===== src/rtl/r8_booth_seq_mac_pkg.sv =====
// Shared constants, FSM state type and the radix-8 Booth digit encoding
// for the R8ACC sequential multiplier family.
package r8acc_pkg;

  localparam int A_W  = 16;
  localparam int B_W  = 16;
  localparam int P_W  = 32;
  localparam int NDIG = 6;

  typedef enum logic [1:0] {IDLE, RUN, DONE} state_t;

  // Window {b[3i+2], b[3i+1], b[3i], b[3i-1]} -> {neg, one-hot |d|}; f is never all-zero.
  function automatic logic [5:0] booth_r8_digit(input logic [3:0] w);
    logic [2:0] mag;
    case (w)
      4'b0000, 4'b1111:                   mag = 3'd0;
      4'b0001, 4'b0010, 4'b1101, 4'b1110: mag = 3'd1;
      4'b0011, 4'b0100, 4'b1011, 4'b1100: mag = 3'd2;
      4'b0101, 4'b0110, 4'b1001, 4'b1010: mag = 3'd3;
      default:                            mag = 3'd4;
    endcase
    return {w[3] && (mag != 3'd0), 5'(5'b00001 << mag)};
  endfunction

endpackage


===== src/rtl/r8_booth_seq_mac_enc.sv =====
// Pure combinational radix-8 Booth window encoder driving choose_prod selects.
module booth_r8_enc
  import r8acc_pkg::*;
(
  input  logic [3:0] win,
  output logic       neg,
  output logic [4:0] f
);

  always_comb begin
    {neg, f} = booth_r8_digit(win);
  end

endmodule


===== src/rtl/r8_booth_seq_mac.sv =====
// Sequential radix-8 Booth multiply controller: one digit per RUN cycle,
// partial products come back from an external choose_prod instance.
module r8_booth_seq_mac
  import r8acc_pkg::*;
#(
  parameter int A_W = r8acc_pkg::A_W,
  parameter int B_W = r8acc_pkg::B_W,
  parameter int P_W = r8acc_pkg::P_W
) (
  input  logic           clk,
  input  logic           rst_n,
  input  logic           in_valid,
  output logic           in_ready,
  input  logic [A_W-1:0] a_in,
  input  logic [B_W-1:0] b_in,
  output logic [A_W-1:0] pp_a,
  output logic           pp_neg,
  output logic [4:0]     pp_f,
  input  logic [P_W-1:0] pp_prod,
  output logic           out_valid,
  input  logic           out_ready,
  output logic [P_W-1:0] result,
  output logic           busy
);

  localparam int NDIG  = (B_W + 3) / 3;
  localparam int EXT_W = 3 * NDIG + 1;
  localparam int CNT_W = $clog2(NDIG);
  localparam int SH_W  = $clog2(P_W);

  state_t             state, state_next;
  logic [EXT_W-1:0]   b_ext;
  logic [CNT_W-1:0]   cnt;
  logic [P_W-1:0]     acc;
  logic [P_W-1:0]     acc_next;
  logic [SH_W-1:0]    base;
  logic [3:0]         win;
  logic               last;

  assign in_ready  = (state == IDLE);
  assign busy      = (state == RUN);
  assign out_valid = (state == DONE);

  assign last     = (cnt == CNT_W'(NDIG - 1));
  assign base     = SH_W'(cnt) * SH_W'(3);
  assign win      = 4'(b_ext >> base);
  assign acc_next = acc + (pp_prod << base);

  booth_r8_enc u_enc (
    .win (win),
    .neg (pp_neg),
    .f   (pp_f)
  );

  always_ff @(posedge clk) begin
    if (!rst_n) state <= IDLE;
    else        state <= state_next;
  end

  always_comb begin
    state_next = state;
    case (state)
      IDLE:    if (in_valid) state_next = RUN;
      RUN:     if (last)     state_next = DONE;
      DONE:    if (out_ready) state_next = IDLE;
      default: state_next = IDLE;
    endcase
  end

  // cnt returns to 0 when leaving RUN so the encoder window stays in range.
  always_ff @(posedge clk) begin
    if (!rst_n) begin
      pp_a   <= '0;
      b_ext  <= '0;
      cnt    <= '0;
      acc    <= '0;
      result <= '0;
    end else begin
      case (state)
        IDLE: begin
          if (in_valid) begin
            pp_a  <= a_in;
            b_ext <= {{(EXT_W - B_W - 1){b_in[B_W-1]}}, b_in, 1'b0};
            acc   <= '0;
            cnt   <= '0;
          end
        end
        RUN: begin
          acc <= acc_next;
          if (last) begin
            result <= acc_next;
            cnt    <= '0;
          end else begin
            cnt <= cnt + CNT_W'(1);
          end
        end
        default: ;
      endcase
    end
  end

endmodule


===== config.mk =====
export PLATFORM = sky130hd
export DESIGN_NAME = r8_booth_seq_mac
export DESIGN_NICKNAME = d
export VERILOG_FILES = /design/src/rtl/r8_booth_seq_mac_pkg.sv /design/src/rtl/r8_booth_seq_mac_enc.sv /design/src/rtl/r8_booth_seq_mac.sv
export SDC_FILE = /design/constraint.sdc
export NUM_CORES = 1
export LEC_CHECK = 0
export CAP_MARGIN = 20
export CORE_UTILIZATION = 45
export DETAILED_ROUTE_END_ITERATION = 10
export GPL_TIMING_DRIVEN = 0
export PLACE_DENSITY_LB_ADDON = 0.1
export SYNTH_ARGS = -nofsm -noshare
export SYNTH_HDL_FRONTEND = slang
export SYNTH_SLANG_ARGS = --single-unit

===== constraint.sdc =====
create_clock -name clk -period 13.5 [get_ports clk]
set_clock_uncertainty 0.05 [all_clocks]
set_input_delay 3.375 -clock clk [delete_from_list [all_inputs] [get_ports clk]]
set_output_delay 3.375 -clock clk [all_outputs]
set_load 0.02 [all_outputs]

==> flow_metrics.env <==
export IMPL_status="finished, final reports clean"
export IMPL_cts_root_buffer_cell="clkbuf_16"
export IMPL_rows=46
export IMPL_cts_tree="done"
export IMPL_fin_ws_ps=5250
export IMPL_synthFlopType="dfxtp_1"
export IMPL_tns_ps=0
export IMPL_synth_edff_count=0
export IMPL_rr_worst_depth=22
export IMPL_clock_path_buffers=2
export IMPL_post_cts_buffers=0
export IMPL_ant_nets=0
export IMPL_layout_min_cycle_time_ps=8250
export IMPL_synth_nets=1097
export IMPL_via_per_inst=5.71
export IMPL_rsz0062_at_grt="no"
export IMPL_nets=1232
export IMPL_min_to="pp_a[6]"
export IMPL_antenna_found_initial=0
export IMPL_crit_type="flip-flop to output port"
export IMPL_path_cells="inv_1 > ha_1 > buf_6 > buf_12 > buf_2 > buf_1 > clkbuf_1 > a211o_1 > a311oi_1 > o32ai_1 > inv_1 > ha_1 > nand2_1 > o21ai_0 > xor2_1 > nor2_1 > clkdlybuf4s50_1"
export IMPL_grt_use_total_pct=29.0
export IMPL_slew_headroom_pct=40.0
export IMPL_cts_sinks=101
export IMPL_clock_latency_ps=370
export IMPL_grt_pass1_vias=7233
export IMPL_place_hpwl_um=18500
export IMPL_yosys_register_bits=101
export IMPL_leakagePower_nw=3.72
export IMPL_ys_seq_area_share_pct=27.1
export IMPL_switching_share_pct=39.7
export IMPL_cts_resized_gates=0
export IMPL_die_w_um=131
export IMPL_dieArea_mm2=0.0171
export IMPL_path_clk_slew_ps=90
export IMPL_powerDensity_mw_per_mm2=109
export IMPL_rr_startpoint="cnt[1]"
export IMPL_cp_slowest_cell="clkdlybuf4s50_1"
export IMPL_overflow=0
export IMPL_r2r_end="result[31]"
export IMPL_core_mm2=0.0161
export IMPL_arrival_ps=4830
export IMPL_dpl_worst_slack_ps=5660
export IMPL_htreeDepth=3
export IMPL_cpPeakStageDelay_ps=620
export IMPL_hold_class="flip-flop to flip-flop"
export IMPL_p_int_w=0.000613
export IMPL_worst_ir_drop_vdd_mv=0.0683
export IMPL_routabilityCongestion=0.937
export IMPL_setup_viol=0
export IMPL_yosys_area_top_type="dfxtp_1"
export IMPL_cp_max_fo=10
export IMPL_io_buffers=123
export IMPL_routedWlPerCell_um=17.7
export IMPL_drc=0
export IMPL_boundaryPins=125
export IMPL_hold_viol=0
export IMPL_syn_to_final_growth_pct=24.4
export IMPL_die_y_um=131
export IMPL_async_flop_share_pct=0
export IMPL_total_power_w=0.00102
export IMPL_yosysWarnings=0
export IMPL_avgSynthCellArea_um2=7.56
export IMPL_cp_start_kind="flip-flop"
export IMPL_vias=7682
export IMPL_maxSlewViolCount=0
export IMPL_cts_buffers_inserted=9
export IMPL_grt_max_degree=23
export IMPL_fmax_mhz=121
export IMPL_ys_types=63
export IMPL_drive_above_1_share_pct=5.40
export IMPL_grt_pass1_wl_um=38100
export IMPL_ys_top_cells_by_count="nand2_1 (196), a21oi_1 (125), dfxtp_1 (101)"
export IMPL_maxCapViolations=0
export IMPL_hold_path_cell_count=2
export IMPL_drt_wl_total_um=23800
export IMPL_worst_r2r_setup_slack_ps=7470
export IMPL_drt_pass1_iterations=5
export IMPL_hp_start="pp_a[6]"
export IMPL_ys_top_cells_by_area="dfxtp_1 (27%), nand2_1 (9.8%), a21oi_1 (8.4%), mux2i_1 (6.4%), ha_1 (6.4%)"
export IMPL_fin_crit_sh_pct=61.1
export IMPL_cp_data_required_time_ps=10070
export IMPL_p_switching_w=0.000404
export IMPL_synth_most_common_cell="nand2_1"
export IMPL_p_seq_share_pct=32.2
export IMPL_diodes=0
export IMPL_initial_core_util_pct=46.5
export IMPL_synth_top_area_share_pct=27.1
export IMPL_hold_buffers=0
export IMPL_syn_inst=989
export IMPL_combinationalPowerShare_pct=40.1
export IMPL_tightest_slew_ps=896
export IMPL_first_iter_violations=465
export IMPL_end_kind="output port"
export IMPL_synth_area_mm2=0.00747
export IMPL_pwr_share_clk_pct=27.7
## power by group through the flow
stage | registers [W] | clock network (W) | logic (W)
after CTS | 0.000328 | 0.000284 | 0.000402
after detailed placement | 0.000334 | 0 | 0.000399
after floorplan | 0.000334 | 0 | 0.000279
after global placement | 0.000334 | 0 | 0.000399
after global routing | 0.000330 | 0.000294 | 0.000449
final | 0.000328 | 0.000281 | 0.000408
## how the worst max path moves through the flow
stage | slack (ps) | cells past startpoint | start | to
after floorplan | 6610 | 13 | cnt[2] | pp_f[2]
after global placement | 5670 | 17 | cnt[1] | pp_f[3]
final | 5250 | 17 | cnt[1] | pp_f[2]
after global routing | 4920 | 17 | cnt[1] | pp_f[2]
after CTS | 5240 | 17 | cnt[1] | pp_f[2]
after detailed placement | 5660 | 17 | cnt[1] | pp_f[2]
## sequential cells by signal (all words and copies together), names as in the netlist
signal	flops
result	32
b_ext	16
acc	32
pp_a	16
state	2
cnt	3
## cell families (layout without fill, tap and decap cells)
kind of cell    count (synthesis)  after routing  synth area share [%]
flops                         101            101                  27.1
compound gates                289            289                  23.5
mux                            77             77                  13.0
buf+inv                        88            228                  4.86
xor+xnor                       33             33                  3.87
fa+ha+maj                      40             40                  6.90
simple gates                  361            361                  20.8
## worst max-delay path, delay by kind of cell, from the launching register on
family / cells / cell delay (ps)
simple gates: 2 / 200
xor+xnor: 1 / 170
buf+inv: 8 / 2390
compound gates: 4 / 760
flops: 1 / 390
fa+ha+maj: 2 / 510
## cell usage in the layout (no fill, tap or decap), types with 15 or more instances in the layout
cell type        instances
mux2i_1                 48
nor2_1                  71
xnor2_1                 15
nand2_1                196
clkbuf_1                53
dfxtp_1                101
clkdlybuf4s50_1        123
a21oi_1                125
xor2_1                  18
nor3_1                  16
nand3_1                 23
ha_1                    38
o21ai_0                 56
## per-layer routing
layer	wire length, um	global-route usage, %	up-vias
met2	10400	45.9	258
met3	1680	6.43	45
met4	559	10.1	0
met1	11100	38.8	3575
met5	0	0	-
li1	-	-	3804
## stage by stage
step	std cells	hold WS [ps]	util (%)	cell area [um2]
after CTS	1345	407	57.9	9300
final	1345	406	57.9	9300
after global routing	1345	427	57.9	9300
after global placement	1328	391	55.9	8970
after floorplan	989	382	-	7470
after detailed placement	1329	396	55.9	8980
## final cells by class
type	count	area [um2]
clock buffers	9	225
well taps	216	270
clock inverters	7	91.3
fillers	1573	6760
plain buffers	70	295
repair buffers	124	1240
flip-flops and latches	101	2020
multi-input cells	800	5090
inverters	18	67.6
No activity file was read; power rests on OpenSTA's default activity.
